**config.mk**
```make
export PLATFORM = sky130hd
export DESIGN_NAME = prio_enc_serializer
export DESIGN_NICKNAME = d
export VERILOG_FILES = /design/src/rtl/enc_pkg.sv /design/src/rtl/prio_lsb_find.sv /design/src/rtl/prio_enc_serializer.sv
export SDC_FILE = /design/constraint.sdc
export NUM_CORES = 1
export LEC_CHECK = 0
export CAP_MARGIN = 15
export CORE_UTILIZATION = 52
export CTS_BUF_LIST = sky130_fd_sc_hd__clkbuf_8
export DETAILED_ROUTE_END_ITERATION = 10
export PLACE_DENSITY = 0.83
export REMOVE_ABC_BUFFERS = 1
export SETUP_SLACK_MARGIN = 0.3
export SLEW_MARGIN = 15
export SYNTH_ARGS = -nofsm -noshare
export SYNTH_HDL_FRONTEND = slang
export SYNTH_SLANG_ARGS = --single-unit
```
**constraint.sdc**
```tcl
create_clock -name clk -period 3 [get_ports clk]
set_input_delay 0.6 -clock clk [delete_from_list [all_inputs] [get_ports clk]]
set_output_delay 0.6 -clock clk [all_outputs]
set_load 0.01 [all_outputs]
```
**src/rtl/enc_pkg.sv**
```systemverilog
// ----------------------------------------------------------------------------
// enc_pkg
// Shared types and helpers for the encoder family.
//   state_e   : serializer state (IDLE waits for a vector, EMIT drains it)
//   enc_idx_w : width of a binary index able to address n positions
// ----------------------------------------------------------------------------
package enc_pkg;

  typedef enum logic {
    IDLE = 1'b0,
    EMIT = 1'b1
  } state_e;

  function automatic int enc_idx_w(input int n);
    return $clog2(n);
  endfunction

endpackage

```
**src/rtl/prio_lsb_find.sv**
```systemverilog
// ----------------------------------------------------------------------------
// prio_lsb_find
// Combinational lowest-set-bit finder.
// Ports:
//   vec    in  N  vector to search
//   idx    out W  index of the lowest set bit (0 when vec is all zero)
//   found  out 1  at least one bit of vec is set
//   onehot out 1  exactly one bit of vec is set
// ----------------------------------------------------------------------------
module prio_lsb_find
  import enc_pkg::*;
#(
  parameter  int N = 8,
  localparam int W = enc_idx_w(N)
) (
  input  logic [N-1:0] vec,
  output logic [W-1:0] idx,
  output logic         found,
  output logic         onehot
);

  logic hit_s;

  // Scan upward and latch the first set bit seen.
  always_comb begin
    idx   = '0;
    hit_s = 1'b0;
    for (int i = 0; i < N; i++) begin
      if (vec[i] && !hit_s) begin
        idx   = W'(i);
        hit_s = 1'b1;
      end else begin
        hit_s = hit_s;
      end
    end
  end

  assign found = |vec;

  // Clearing the lowest set bit leaves zero only when a single bit was set.
  assign onehot = found & ((vec & (vec - {{(N-1){1'b0}}, 1'b1})) == '0);

endmodule

```
**src/rtl/prio_enc_serializer.sv**
```systemverilog
// ----------------------------------------------------------------------------
// prio_enc_serializer
// Accepts an N-bit request vector and emits the index of every set bit,
// lowest first, one index per beat, with a last marker on the final beat.
// Build option: PRIO_ENC_ZERO_FLAG_EN -- when defined, an all-zero vector
// produces one beat flagged on the zero port; otherwise it is dropped and
// the zero port does not exist.
// Ports:
//   clk, rst               clock, synchronous active-high reset
//   en                     gates acceptance of new vectors only
//   in_valid/in_ready/a    input handshake and request vector
//   out_valid/out_ready    output handshake
//   y, last                index of lowest pending bit, final-beat marker
//   zero                   all-zero vector beat (option only)
//   busy                   a vector is being drained
// ----------------------------------------------------------------------------
module prio_enc_serializer
  import enc_pkg::*;
#(
  parameter  int N = 8,
  localparam int W = enc_idx_w(N)
) (
  input  logic         clk,
  input  logic         rst,
  input  logic         en,
  input  logic         in_valid,
  output logic         in_ready,
  input  logic [N-1:0] a,
  output logic         out_valid,
  input  logic         out_ready,
  output logic [W-1:0] y,
  output logic         last,
`ifdef PRIO_ENC_ZERO_FLAG_EN
  output logic         zero,
`endif
  output logic         busy
);

  state_e       state_q, state_d;
  logic [N-1:0] pend_q, pend_d;
  logic [N-1:0] clr_mask_s;
  logic [W-1:0] idx_s;
  logic         found_s;
  logic         onehot_s;
  logic         last_s;
`ifdef PRIO_ENC_ZERO_FLAG_EN
  logic         zero_q, zero_d;
`endif

  prio_lsb_find #(.N(N)) u_find (
    .vec    (pend_q),
    .idx    (idx_s),
    .found  (found_s),
    .onehot (onehot_s)
  );

  // Everything visible downstream is decoded from registered state only.
  assign out_valid  = (state_q == EMIT);
  assign busy       = (state_q == EMIT);
  assign in_ready   = (state_q == IDLE) & en & ~rst;
  assign clr_mask_s = {{(N-1){1'b0}}, 1'b1} << idx_s;

`ifdef PRIO_ENC_ZERO_FLAG_EN
  // The all-zero beat has an empty pend, so it is final by construction.
  assign last_s = zero_q | onehot_s;
  assign zero   = out_valid & zero_q;
`else
  assign last_s = onehot_s;
`endif

  assign last = out_valid & last_s;
  assign y    = (out_valid & found_s) ? idx_s : '0;

  // Next-state logic: capture on acceptance, retire one bit per beat.
  always_comb begin
    state_d = state_q;
    pend_d  = pend_q;
`ifdef PRIO_ENC_ZERO_FLAG_EN
    zero_d  = zero_q;
`endif
    case (state_q)
      IDLE: begin
        if (in_valid && in_ready) begin
          pend_d = a;
          if (a != '0) begin
            state_d = EMIT;
          end else begin
`ifdef PRIO_ENC_ZERO_FLAG_EN
            state_d = EMIT;
            zero_d  = 1'b1;
`else
            state_d = IDLE;
`endif
          end
        end else begin
          state_d = IDLE;
        end
      end
      EMIT: begin
        if (out_ready) begin
          pend_d = pend_q & ~clr_mask_s;
          if (last_s) begin
            state_d = IDLE;
`ifdef PRIO_ENC_ZERO_FLAG_EN
            zero_d  = 1'b0;
`endif
          end else begin
            state_d = EMIT;
          end
        end else begin
          state_d = EMIT;
        end
      end
      default: begin
        state_d = IDLE;
        pend_d  = '0;
      end
    endcase
  end

  // State register; reset discards any partially drained vector.
  always_ff @(posedge clk) begin
    if (rst) begin
      state_q <= IDLE;
      pend_q  <= '0;
`ifdef PRIO_ENC_ZERO_FLAG_EN
      zero_q  <= 1'b0;
`endif
    end else begin
      state_q <= state_d;
      pend_q  <= pend_d;
`ifdef PRIO_ENC_ZERO_FLAG_EN
      zero_q  <= zero_d;
`endif
    end
  end

endmodule

```
==> impl_metrics.py, run 1 <==
metrics = {
    "outcome": {
        "status": "complete, no violations",
    },
    "worst_setup_path": {
        "path_class": "flip-flop to output pin",
        "critPathLaunch": "pend_q[0]$_SDFFE_PP0P_",
        "crit_path_end_kind": "output pin",
        "r2r_start": "pend_q[1]$_SDFFE_PP0P_",
        "start_kind": "flip-flop",
        "crit_fanout": 7,
        "worst-r2r-cell-count": 4,
        "arrival_ns": 2.02,
        "cp.required_ns": 2.40,
        "rrSetupSlack_ns": 1.25,
        "worstReg2RegEnd": "pend_q[3]$_SDFFE_PP0P_",
    },
    "place": {
        "place_ws_ns": 0.302,
        "hpwl_mm": 1.32,
        "io_buffers": 19,
        "gp_congestion": 0.905,
    },
    "synth": {
        "yosys-top-cells-area": "dfxtp_1, a21oi_1, nor2_1",
        "synth-compound-area-share": 0.362,
        "syn_area_um2": 694,
        "synthCells": 89,
        "synthMuxAreaShare": 0.0144,
        "async_flop_share": 0,
        "yosys.area.top_type": "dfxtp_1",
        "yosys-top-cells-count": "a21oi_1, dfxtp_1, nor2_1",
        "synth.most_common_cell": "a21oi_1",
        "synth_top_cell_area_share": 0.259,
        "synth_cell_types": 37,
        "syn_avg_cell_area_um2": 7.80,
        "yosysSeqAreaShare": 0.259,
        "yosys.area_share.simple": 0.283,
        "ys.flop_type": "dfxtp_1",
        "synth-seq-cells": 9,
        "yosys.area_share.xor_xnor": 0,
        "synth_top_family_by_area": "compound AO/OA/AOI/OAI gates",
        "yosys_warnings": 0,
        "synth-edff-count": 0,
        "synth_fa_ha_area_frac": 0,
    },
    "power": {
        "power.leakage_nw": 0.331,
        "power_density_nw_per_um2": 387,
        "irDropWorstVdd_v": 0.000330,
    },
    "final_layout": {
        "register_area_um2": 188,
        "layout-drive-gt1-share": 0.204,
        "final_nets": 122,
        "fill_cells": 71,
        "syn2layout_area_growth_pct": 39.8,
        "multi_input_area_um2": 487,
        "diodes": 0,
    },
    "global_route": {
        "groute.usage.overall": 0.299,
        "grt_overflow": 0,
        "grt_pass1_wl_mm": 2.98,
        "grt_start_max_net_pins": 16,
        "antenna_found_initial": 0,
        "first_global_vias": 668,
    },
    "sta": {
        "max_slew_margin": 0.648,
        "skew_ns": 0.00619,
        "finalCritPeriodShare": 0.874,
        "period_minus_slack_ns": 2.62,
        "worstMarginPinSlew_ns": 0.520,
        "rsz0062_at_grt": "no",
        "fmax_ghz": 0.382,
        "final_max_slew_viol_count": 0,
        "fin_setup_tns_ns": 0,
        "setup_violations": 0,
        "fin_ws_ns": 0.379,
        "finalHoldViolations": 0,
    },
    "route": {
        "antenna_left": 0,
        "top_layer": "met4",
        "first_pass_iters": 4,
        "routedWlPerCell_um": 16.5,
        "viasPerCell": 6.60,
        "routed_wl_mm": 2.01,
        "routed-wl-met3_um": 128,
        "drtIter0Drc": 22,
        "met2_length_um": 998,
        "drc_errors": 0,
        "wl_met1_um": 860,
        "via_count": 805,
    },
    "worst_hold_path": {
        "hold_path_class": "flip-flop to flip-flop",
        "min_path_cells": 2,
        "whs_endpoint": "pend_q[6]$_SDFFE_PP0P_",
        "hold_start": "pend_q[6]$_SDFFE_PP0P_",
    },
    "clock_tree": {
        "hold_buffers": 0,
        "clk_latency_ns": 0.24,
        "htree_levels": 1,
        "tritoncts_num_sinks": 9,
        "ctsLongestPathBuffers": 2,
        "cts_tree": "done",
        "cts_root_buffer": "clkbuf_8",
        "cts_buffers": 3,
        "clk_pin_slew_ns": 0.05,
    },
    "flow_run": {
        "cap_violations": 0,
    },
    "floorplan": {
        "io_pins": 20,
        "core_um2": 1170,
        "row_count": 12,
        "die_x_um": 38.5,
        "die_h_um": 38.5,
        "initial_core_util": 0.593,
        "die_area_um2": 1490,
    },
}
-- what timing repair did --
item                       4_1_cts  5_1_grt
resized for setup                3        9
setup buffers                    1        0
setup endpoints to repair        2        2
pin swaps                        2        3
-- report_power, final --
part	internal, mW	switching, mW	total (mW)
Combinational	0.0507	0.0450	0.0958
Clock	0.0895	0.0524	0.142
Sequential	0.126	0.0124	0.138
-- layout by cell type (no fill, tap or decap), types with 3 or more instances in the layout --
cell type,instances
clkdlybuf4s50_1,18
a21oi_1,10
nor2_1,8
nand2_1,7
inv_1,6
dfxtp_2,6
o21ai_0,4
a311oi_1,3
dfxtp_1,3
clkbuf_8,3
buf_4,3
-- through the flow --
| step | cell area (µm²) | instances | util | total power, mW | hold WS [ns] |
|---|---|---|---|---|---|
| after floorplan | 657 | 82 | - | 0.183 | 0.519 |
| after global placement | 880 | 117 | 0.751 | 0.224 | 0.552 |
| after detailed placement | 880 | 117 | 0.751 | 0.224 | 0.562 |
| after CTS | 948 | 122 | 0.810 | 0.367 | 0.570 |
| after global routing | 971 | 122 | 0.829 | 0.388 | 0.592 |
| final | 971 | 122 | 0.829 | 0.376 | 0.575 |
-- worst max path at each step --
stage	cells past startpoint	slack, ns	endpoint
after floorplan	4	0.98	last
after global placement	5	0.36	last
after detailed placement	5	0.30	last
after CTS	5	0.30	last
after global routing	5	0.31	y[0]
final	5	0.38	y[0]
-- layer usage --
layer | track usage | up-vias
met3 | 0.0872 | 5
met5 | 0 | -
met2 | 0.492 | 34
li1 | - | 378
met1 | 0.365 | 388
met4 | 0.103 | 0
-- cells by family (layout without fill, tap and decap cells) --
family,after synthesis,in the layout
compound gates,34,34
buf+inv,12,31
flops,9,9
mux,1,1
simple gates,33,33
-- worst max-delay path, stage by stage, from the launching register on --
cell and delay [ns]:
dfxtp_2 0.35, nor4_4 0.35, nand4b_1 0.19, buf_4 0.19
a21oi_1 0.15, clkdlybuf4s50_1 0.55
-- registers in the layout (all words and copies together), names as in the netlist --
| register | cells |
|---|---|
| busy | 1 |
| pend_q | 8 |
-- cell type report --
class / count / share of cell area
multi-input cells: 68 / 0.501
repair buffers: 22 / 0.222
flip-flops and latches: 9 / 0.193
clock buffers: 3 / 0.0425
inverters: 5 / 0.0193
well taps: 14 / 0.0180
clock inverters: 1 / 0.00387
Note: power is estimated with default switching activity, not from simulation.
==> run 2, diff against run 1 <==
- CORE_MARGIN: unset -> 4
- clock period: 3 -> 3.02 ns (I/O delays scaled with it)
==> run 2 against run 1 <==
Compared with the run above: core utilization grew 0.11 points; flip-flop and latch count is the same; critical endpoint is now last; critical path depth is the same; sequential power is essentially flat; highest routed layer unchanged; final cell count grew 1.6%; worst hold slack gained 0.011 ns; register-to-register slack gained 0.03 ns; power grew 0.46%; clock power is essentially flat; design area grew 1.4%; critical path type unchanged; die area grew 34%; via count shrank 2.7%.
==> impl_metrics.py, run 2 (same netlist as run 1, synthesis figures left out) <==
metrics = {
    "sta": {
        "finalCritPeriodShare": 0.877,
        "fmax_ghz": 0.377,
        "max_slew_margin": 0.638,
        "rsz0062_at_grt": "yes",
        "final_max_slew_viol_count": 0,
        "setup_violations": 0,
        "period_minus_slack_ns": 2.65,
        "skew_ns": 0.000424,
        "finalHoldViolations": 0,
        "fin_ws_ns": 0.371,
        "worstMarginPinSlew_ns": 0.535,
        "fin_setup_tns_ns": 0,
        "holdWs_ns": 0.586,
    },
    "route": {
        "routed_wl_mm": 2.07,
        "first_pass_iters": 4,
        "routedWlPerCell_um": 16.7,
        "antenna_left": 0,
        "viasPerCell": 6.31,
        "via_count": 783,
        "drc_errors": 0,
        "drtIter0Drc": 38,
    },
    "power": {
        "irDropWorstVdd_v": 0.000263,
        "p_switching_mw": 0.109,
        "power.leakage_nw": 0.322,
        "p_sw_frac": 0.290,
        "p_clk_frac": 0.372,
        "power_density_nw_per_um2": 383,
        "pwr-share-seq": 0.364,
        "internal-power_mw": 0.268,
        "pwr-share-comb": 0.264,
    },
    "floorplan": {
        "initial_core_util": 0.585,
        "io_pins": 20,
        "die_area_um2": 1980,
        "core_um2": 1190,
        "die_h_um": 44.5,
        "row_count": 12,
        "die_x_um": 44.5,
    },
    "worst_setup_path": {
        "arrival_ns": 2.05,
        "crit_path_end_kind": "output pin",
        "start_kind": "flip-flop",
        "crit_fanout": 7,
        "cp.required_ns": 2.42,
        "path_class": "flip-flop to output pin",
    },
    "clock_tree": {
        "clk_pin_slew_ns": 0.05,
        "cts_buffers": 3,
        "hold_buffers": 0,
        "ctsLongestPathBuffers": 2,
        "cts_root_buffer": "clkbuf_8",
        "clk_latency_ns": 0.23,
        "htree_levels": 1,
        "cts_tree": "done",
        "tritoncts_num_sinks": 9,
    },
    "global_route": {
        "grt_start_max_net_pins": 16,
        "grt_overflow": 0,
        "groute.usage.overall": 0.229,
        "first_global_vias": 721,
        "grt_pass1_wl_mm": 3.35,
        "antenna_found_initial": 0,
    },
    "final_layout": {
        "top_register": "pend_q",
        "layout-drive-gt1-share": 0.227,
        "layout_commonest_cell": "clkdlybuf4s50_1",
        "final_nets": 124,
        "syn2layout_area_growth_pct": 41.8,
        "largest_reg_flops": 8,
        "diodes": 0,
        "fin_area_um2": 985,
        "fin_util": 0.830,
        "final_cell_mix": "clkdlybuf4s50_1, a21oi_1, nor2_1, nand2_1, dfxtp_2",
    },
    "place": {
        "io_buffers": 19,
        "place_area_um2": 880,
        "hpwl_mm": 1.47,
        "place_ws_ns": 0.315,
        "gp_congestion": 0.866,
    },
    "worst_hold_path": {
        "hold_path_class": "flip-flop to flip-flop",
    },
    "outcome": {
        "status": "complete, no violations",
    },
    "flow_run": {
        "cap_violations": 0,
    },
}
==> run 2: cell types whose count changed in the layout (fill, tap and decap cells not counted) <==
cell	previous run	this run
buf_4	3	5
clkdlybuf4s50_1	18	19
dfxtp_1	3	2
dfxtp_2	6	7
dlymetal6s2s_1	1	0
o21ai_0	4	5
o21ai_1	2	1
==> run 2: final timing paths <==
check	from	end	slack, ns	cells past startpoint
worst max-delay path	pend_q[0]$_SDFFE_PP0P_	last	0.37	5
worst min-delay path	pend_q[3]$_SDFFE_PP0P_	pend_q[3]$_SDFFE_PP0P_	0.59	2
worst max register to register	busy$_SDFF_PP0_	pend_q[7]$_SDFFE_PP0P_	1.28	4
worst min register to register	pend_q[3]$_SDFFE_PP0P_	pend_q[3]$_SDFFE_PP0P_	0.59	2
==> run 2: per-layer routing <==
layer,global-route usage,share of wire,routed length (µm),vias to the layer above
met5,0,0,0,-
met4,0.0663,0.015,32,0
met3,0.0488,0.091,189,6
met2,0.387,0.48,986,49
met1,0.286,0.42,865,349
li1,-,-,-,379
==> run 2: layout make-up <==
class                           count  area [µm²]
Inverter                            5        18.8
Timing Repair Buffer               24         228
Sequential cell                     9         189
Clock inverter                      1        3.75
Multi-Input combinational cell     68         487
Tap cell                           14        17.5
Fill cell                          70         201
Clock buffer                        3        41.3
==> run 2: metrics by stage <==
step / total power [mW] / std cells
CTS: 0.368 / 122
detailed placement: 0.224 / 117
finish: 0.377 / 124
floorplan: 0.182 / 82
global placement: 0.223 / 117
global route: 0.395 / 124
==> run 2: repair_timing <==
| item | in CTS | in global routing |
|---|---|---|
| buffers inserted | 1 | 2 |
| pin swaps | 2 | 3 |
| setup endpoints to repair | 2 | 3 |
| gates cloned | 0 | 0 |
| gates resized for setup | 2 | 9 |
==> run 2: worst max-delay path, cell delays in order, from the launching register on <==
cell and delay [ns]:
dfxtp_2 0.36, nor4_4 0.35, nand4b_1 0.20, a32oi_2 0.23
and2_1 0.14, clkdlybuf4s50_1 0.53
==> run 2: power groups by stage <==
stage	clock network, mW	logic, mW	registers [mW]
floorplan	0	0.0468	0.135
global placement	0	0.0864	0.136
detailed placement	0	0.0870	0.137
CTS	0.142	0.0903	0.136
global route	0.149	0.108	0.138
finish	0.140	0.0996	0.137
==> run 3, diff against run 2 <==
- SLEW_MARGIN: 15 -> unset
==> results of run 3 <==
No change in the layout: final DEF, timing and power equal those of run 2.
